<file path="config.mk">
export PLATFORM = sky130hd
export DESIGN_NAME = nmea_frame_ctrl
export DESIGN_NICKNAME = d
export VERILOG_FILES = /design/src/rtl/nmea_frame_ctrl_pkg.sv /design/src/rtl/nmea_hex2nib.sv /design/src/rtl/nmea_frame_ctrl.sv
export SDC_FILE = /design/constraint.sdc
export NUM_CORES = 1
export LEC_CHECK = 0
export ABC_CLOCK_PERIOD_IN_PS = 2110
export BUFFER_PORTS_ARGS = -buffer_cell sky130_fd_sc_hd__buf_2
export CORE_UTILIZATION = 45
export DETAILED_ROUTE_END_ITERATION = 8
export PLACE_DENSITY = 0.64
export SETUP_SLACK_MARGIN = 0.1
export SLEW_MARGIN = 10
export SYNTH_ARGS = -nofsm -noshare
export SYNTH_HDL_FRONTEND = slang
export SYNTH_HIERARCHICAL = 1
export SYNTH_SLANG_ARGS = --single-unit
</file>
<file path="constraint.sdc">
create_clock -name clk -period 2.11 [get_ports clk]
set_input_delay 0 -clock clk [delete_from_list [all_inputs] [get_ports clk]]
set_output_delay 0 -clock clk [all_outputs]
set_load 0.02 [all_outputs]
</file>
<file path="src/rtl/nmea_frame_ctrl_pkg.sv">
// Shared encodings for the NMEA sentence framer: FSM states, completion codes
// and the ASCII delimiters that drive the framing decisions.
package nmea_frame_ctrl_pkg;

  typedef enum logic [2:0] {
    ST_IDLE    = 3'd0,
    ST_BODY    = 3'd1,
    ST_CS_HI   = 3'd2,
    ST_CS_LO   = 3'd3,
    ST_WAIT_CR = 3'd4
  } state_t;

  localparam logic [2:0] ERR_NONE    = 3'd0;
  localparam logic [2:0] ERR_CSUM    = 3'd1;
  localparam logic [2:0] ERR_HEX     = 3'd2;
  localparam logic [2:0] ERR_LEN     = 3'd3;
  localparam logic [2:0] ERR_TIMEOUT = 3'd4;
  localparam logic [2:0] ERR_RESTART = 3'd5;

  localparam logic [7:0] ASCII_DOLLAR = 8'h24;
  localparam logic [7:0] ASCII_STAR   = 8'h2A;
  localparam logic [7:0] ASCII_CR     = 8'h0D;

endpackage

</file>
<file path="src/rtl/nmea_hex2nib.sv">
// Combinational ASCII hex digit decoder; accepts 0-9, A-F and a-f.
module nmea_hex2nib (
  input  logic [7:0] ascii,
  output logic [3:0] nib,
  output logic       valid
);

  always_comb begin
    nib   = '0;
    valid = 1'b0;
    if (ascii >= 8'h30 && ascii <= 8'h39) begin
      nib   = ascii[3:0];
      valid = 1'b1;
    end else if ((ascii >= 8'h41 && ascii <= 8'h46) ||
                 (ascii >= 8'h61 && ascii <= 8'h66)) begin
      // letters share the low nibble 1..6 in both cases
      nib   = ascii[3:0] + 4'd9;
      valid = 1'b1;
    end
  end

endmodule

</file>
<file path="src/rtl/nmea_frame_ctrl.sv">
// NMEA sentence framer: forwards body bytes between '$' and '*', checks the
// two-digit XOR checksum and reports one completion/abort code per sentence.
module nmea_frame_ctrl
  import nmea_frame_ctrl_pkg::*;
#(
  parameter logic [23:0] TIMEOUT_MAX = 24'd520800,
  parameter logic [6:0]  MAX_LEN     = 7'd82
) (
  input  logic       clk,
  input  logic       rst_n,
  input  logic [7:0] rx_data,
  input  logic       rx_flag,
  output logic [7:0] frame_data,
  output logic       frame_valid,
  output logic       frame_sof,
  output logic       done,
  output logic       done_ok,
  output logic [2:0] err_code
);

  state_t      state;
  logic [7:0]  acc;
  logic [6:0]  len;
  logic [23:0] tmo;
  logic [7:0]  cs_rx;
  logic [3:0]  nib;
  logic        nib_ok;

  nmea_hex2nib u_hex2nib (
    .ascii (rx_data),
    .nib   (nib),
    .valid (nib_ok)
  );

  always_ff @(posedge clk or negedge rst_n) begin
    if (!rst_n) begin
      state       <= ST_IDLE;
      acc         <= '0;
      len         <= '0;
      tmo         <= '0;
      cs_rx       <= '0;
      frame_data  <= '0;
      frame_valid <= 1'b0;
      frame_sof   <= 1'b0;
      done        <= 1'b0;
      done_ok     <= 1'b0;
      err_code    <= ERR_NONE;
    end else begin
      frame_valid <= 1'b0;
      frame_sof   <= 1'b0;
      done        <= 1'b0;
      if (rx_flag) begin
        tmo <= '0;
        // '$' always restarts; mid-sentence it also closes the old one
        if (rx_data == ASCII_DOLLAR) begin
          if (state != ST_IDLE) begin
            done     <= 1'b1;
            done_ok  <= 1'b0;
            err_code <= ERR_RESTART;
          end
          state <= ST_BODY;
          acc   <= '0;
          len   <= '0;
        end else begin
          case (state)
            ST_BODY: begin
              if (rx_data == ASCII_STAR) begin
                state <= ST_CS_HI;
              end else if (len == MAX_LEN) begin
                done     <= 1'b1;
                done_ok  <= 1'b0;
                err_code <= ERR_LEN;
                state    <= ST_IDLE;
              end else begin
                acc         <= acc ^ rx_data;
                len         <= len + 7'd1;
                frame_data  <= rx_data;
                frame_valid <= 1'b1;
                frame_sof   <= (len == '0);
              end
            end
            ST_CS_HI, ST_CS_LO: begin
              if (nib_ok) begin
                if (state == ST_CS_HI) begin
                  cs_rx[7:4] <= nib;
                  state      <= ST_CS_LO;
                end else begin
                  cs_rx[3:0] <= nib;
                  state      <= ST_WAIT_CR;
                end
              end else begin
                done     <= 1'b1;
                done_ok  <= 1'b0;
                err_code <= ERR_HEX;
                state    <= ST_IDLE;
              end
            end
            ST_WAIT_CR: begin
              done  <= 1'b1;
              state <= ST_IDLE;
              if (rx_data == ASCII_CR && cs_rx == acc) begin
                done_ok  <= 1'b1;
                err_code <= ERR_NONE;
              end else begin
                done_ok  <= 1'b0;
                err_code <= ERR_CSUM;
              end
            end
            default: ;
          endcase
        end
      end else if (state == ST_IDLE) begin
        tmo <= '0;
      end else if (tmo == TIMEOUT_MAX - 24'd1) begin
        tmo      <= TIMEOUT_MAX;
        done     <= 1'b1;
        done_ok  <= 1'b0;
        err_code <= ERR_TIMEOUT;
        state    <= ST_IDLE;
      end else if (tmo != TIMEOUT_MAX) begin
        tmo <= tmo + 24'd1;
      end
    end
  end

endmodule

</file>
==> impl_metrics.csv <==
group,metric,value,unit
layout,fin_nets,442,
critical_path,slowest_delay,470,ps
min_path,hp-class,"in2reg",
synthesis,synthMuxAreaShare,4.03,%
sta,min_period,1930,ps
synthesis,synth-edff-count,0,
routing,first_pass_iters,4,
sta,hold_violations,0,
sta,maxSlewViolCount,0,
sta,final-setup-viol-count,0,
synthesis,netlist_area,0.00354,sq mm
clock_tree,root_buffer,"clkbuf_8",
critical_path,cp_num_buf_inv,1,
global_routing,grt_usage,21.0,%
clock_tree,cts_buffer_depth,2,
sta,period_share,91.3,%
synthesis,syn_avg_cell_area,9.60,sq um
critical_path,endpoint_kind,"flip-flop",
critical_path,reg2regPathDepth,7,
placement,port_buffers,25,
clock_tree,numCtsBuffers,9,
routing,vias,2880,
floorplanning,io_pins,26,
clock_tree,clk-insertion-delay-late,350,ps
sta,slew_headroom,51.5,%
floorplanning,design.die.area,0.00823,sq mm
synthesis,ys_warn_count,6,
floorplanning,coreArea,0.00745,sq mm
min_path,holdPathEnd,"frame_data[1]",
clock_tree,clock-sinks,65,
floorplanning,die_w,90.7,um
routing,drc,0,
floorplanning,start_util,47.6,%
pwr,peakVddDrop,0.317,mV
flow_run,cap_viol_max_count,0,
sta,setup_tns,0,ps
sta,fmax,519,MHz
routing,vias_per_cell,5.48,
routing,antenna_left,0,
synthesis,synth_xor_area_share,7.66,%
synthesis,ys_seq_area_share,45.9,%
routing,initialDrtViolationCount,121,
synthesis,yosys_register_bits,65,
layout,drive_gt1_share,23.2,%
critical_path,path_class,"reg2reg",
placement,globalplace.congestion,0.810,
synthesis,synth.net_count,388,
layout,design_area,0.00422,sq mm
outcome,status,"completed",
critical_path,crit_fanout,6,
floorplanning,rows,31,
placement,place_ws,81.9,ps
critical_path,r2r_start,"tmo[0]",
global_routing,grt_pass1_vias,2800,
routing,routed_wl,7950,um
synthesis,synthArstFlopShare,100,%
synthesis,synthSimpleGateAreaFrac,25.3,%
critical_path,r2r_slack,180,ps
global_routing,grt_antenna_before_repair,0,
sta,worst_slack,185,ps
clock_tree,clkTransAtPathRegs,70,ps
min_path,min_from,"rx_data[1]",
routing,wl_per_cell,15.1,um
synthesis,synth_top_family_by_area,"simple AND/OR/NAND/NOR gates",
pwr,p_per_area,627,mW/mm^2
critical_path,rr_endpoint,"tmo[0]",
synthesis,synth_compound_area_share,11.3,%
critical_path,crit_arrival,2150,ps
floorplanning,die_h,90.7,um
layout,synthToLayoutAreaGrowth,19.0,%
critical_path,crit_chain,"inv_1, ha_1, or4b_4, nor4b_4, and3_4, or2_4, o21ai_0",
synthesis,synth_cell_type_count,60,
clock_tree,htreeDepth,3,
synthesis,synth-main-ff-cell,"dfrtp_1",
global_routing,grt_pass1_wl,13500,um
pwr,p_leak,1.94,nW
sta,max_slew.worst_pin.slew,728,ps
sta,whs,29.6,ps
critical_path,worstPathRequired,2330,ps
critical_path,start_kind,"flip-flop",
sta,rsz0062_at_grt,"false",
critical_path,crit_family,"simple AND/OR/NAND/NOR gates",
placement,place_area,0.00392,sq mm
layout,diodes,0,
clock_tree,cts_tree,"yes",
synthesis,synthCells,369,
pwr,power,0.00264,W
global_routing,grt_max_degree,34,
synthesis,synthAdderAreaFrac,2.82,%
min_path,min_path_cells,3,
sta,worst_clock_skew,9.73,ps
placement,dp_hpwl,5920,um
critical_path,crit_slowest_cell,"or4b_4",
global_routing,grt_overflow,0,
cell type report:
| type | instances | area (sq um) |
|---|---|---|
| inverter | 17 | 63.8 |
| clock buffer | 13 | 169 |
| fill | 684 | 3230 |
| tap | 99 | 124 |
| timing repair buffer | 53 | 345 |
| multi-input combinational | 277 | 1870 |
| sequential | 65 | 1630 |
| clock inverter | 2 | 12.5 |
registers in the layout, indices dropped and copies added (netlist names):
register     count
tmo             24
acc              8
cs_rx            8
frame_data       8
len              7
err_code         3
state            3
done             1
done_ok          1
frame_sof        1
frame_valid      1
cells by family (layout without fill, tap and decap cells):
logic type	after synthesis	after routing
simple gates	165	165
flops	65	65
compound gates	60	60
xor+xnor	31	31
buf+inv	27	85
mux	13	13
fa+ha+maj	8	8
placed cells by master (no fill, tap or decap), drive strengths merged, types with 5 or more instances in the layout:
master   n
dfrtp   65
buf     49
nand2   43
nor2    39
o21ai   21
nand3   18
xor2    18
inv     17
xnor2   13
clkbuf  13
a21oi   11
mux2    10
or3      9
nand4    9
nor3     8
and3     8
ha       8
a31oi    5
power by group:
| group | leakage (nW) | switching [W] | internal (W) | total (W) |
|---|---|---|---|---|
| Combinational | 0.968 | 0.000179 | 0.000117 | 0.000295 |
| Sequential | 0.885 | 0.0000522 | 0.00131 | 0.00136 |
| Clock | 0.0915 | 0.000472 | 0.000515 | 0.000987 |
worst min-delay path: cells and delay by family:
family / cells / cell delay (ps)
and+or+nand+nor: 2 / 190
buffers and inverters: 1 / 150
stage by stage:
stage,util (%),instances
floorplan,-,369
global placement,52.6,505
detailed placement,52.6,505
CTS,55.7,524
global route,56.6,526
finish,56.6,526
cell usage after synthesis, types with 2 or more instances:
| cell type | n | area [sq um] |
|---|---|---|
| nand4_1 | 8 | 50.1 |
| and3_1 | 8 | 50.1 |
| nor4b_1 | 4 | 35.0 |
| nor4_1 | 2 | 12.5 |
| mux2_2 | 9 | 101 |
| a21o_1 | 4 | 30.0 |
| nor3_1 | 7 | 35.0 |
| inv_1 | 17 | 63.8 |
| nand3_1 | 18 | 90.1 |
| a21oi_1 | 11 | 55.1 |
| nand2_1 | 43 | 161 |
| o2bb2ai_1 | 2 | 17.5 |
| buf_2 | 2 | 10.0 |
| xor2_1 | 18 | 158 |
| a211oi_1 | 2 | 15.0 |
| o31ai_1 | 2 | 15.0 |
| xnor2_1 | 13 | 114 |
| a31oi_1 | 4 | 25.0 |
| or2_2 | 2 | 12.5 |
| nor3b_1 | 2 | 15.0 |
| clkbuf_1 | 7 | 26.3 |
| nor2_1 | 38 | 143 |
| or3_1 | 9 | 56.3 |
| nor2b_1 | 2 | 12.5 |
| ha_1 | 8 | 100 |
| o21ai_0 | 20 | 100 |
| o211ai_1 | 2 | 15.0 |
| and4_1 | 4 | 35.0 |
| nand2b_1 | 3 | 18.8 |
| mux2i_1 | 3 | 30.0 |
| a2111oi_2 | 2 | 30.0 |
| dfrtp_1 | 65 | 1630 |
metal layers:
metal | track usage [%] | up-vias | share of wire (%)
li1 | - | 1407 | -
met2 | 32.2 | 57 | 46
met5 | 0 | - | 0
met3 | 4.97 | 13 | 4.3
met4 | 8.74 | 0 | 2.0
met1 | 28.3 | 1403 | 48
how the worst max path moves through the flow:
stage | startpoint | end | depth (start not counted)
final | tmo[0] | tmo[0] | 7
after global routing | tmo[1] | err_code[0] | 7
after CTS | len[0] | len[6] | 7
after detailed placement | rx_data[1] | err_code[0] | 10
after global placement | rx_data[1] | err_code[0] | 10
after floorplan | tmo[0] | tmo[0] | 7
what timing repair did:
item	in CTS	in global routing
endpoints found under the setup margin	2	19
pin swaps	0	1
gates resized for setup	2	11
buffers inserted	0	2
hold endpoints to repair	35	0
hold buffers	4	0
No activity file was read; power rests on OpenSTA's default activity.
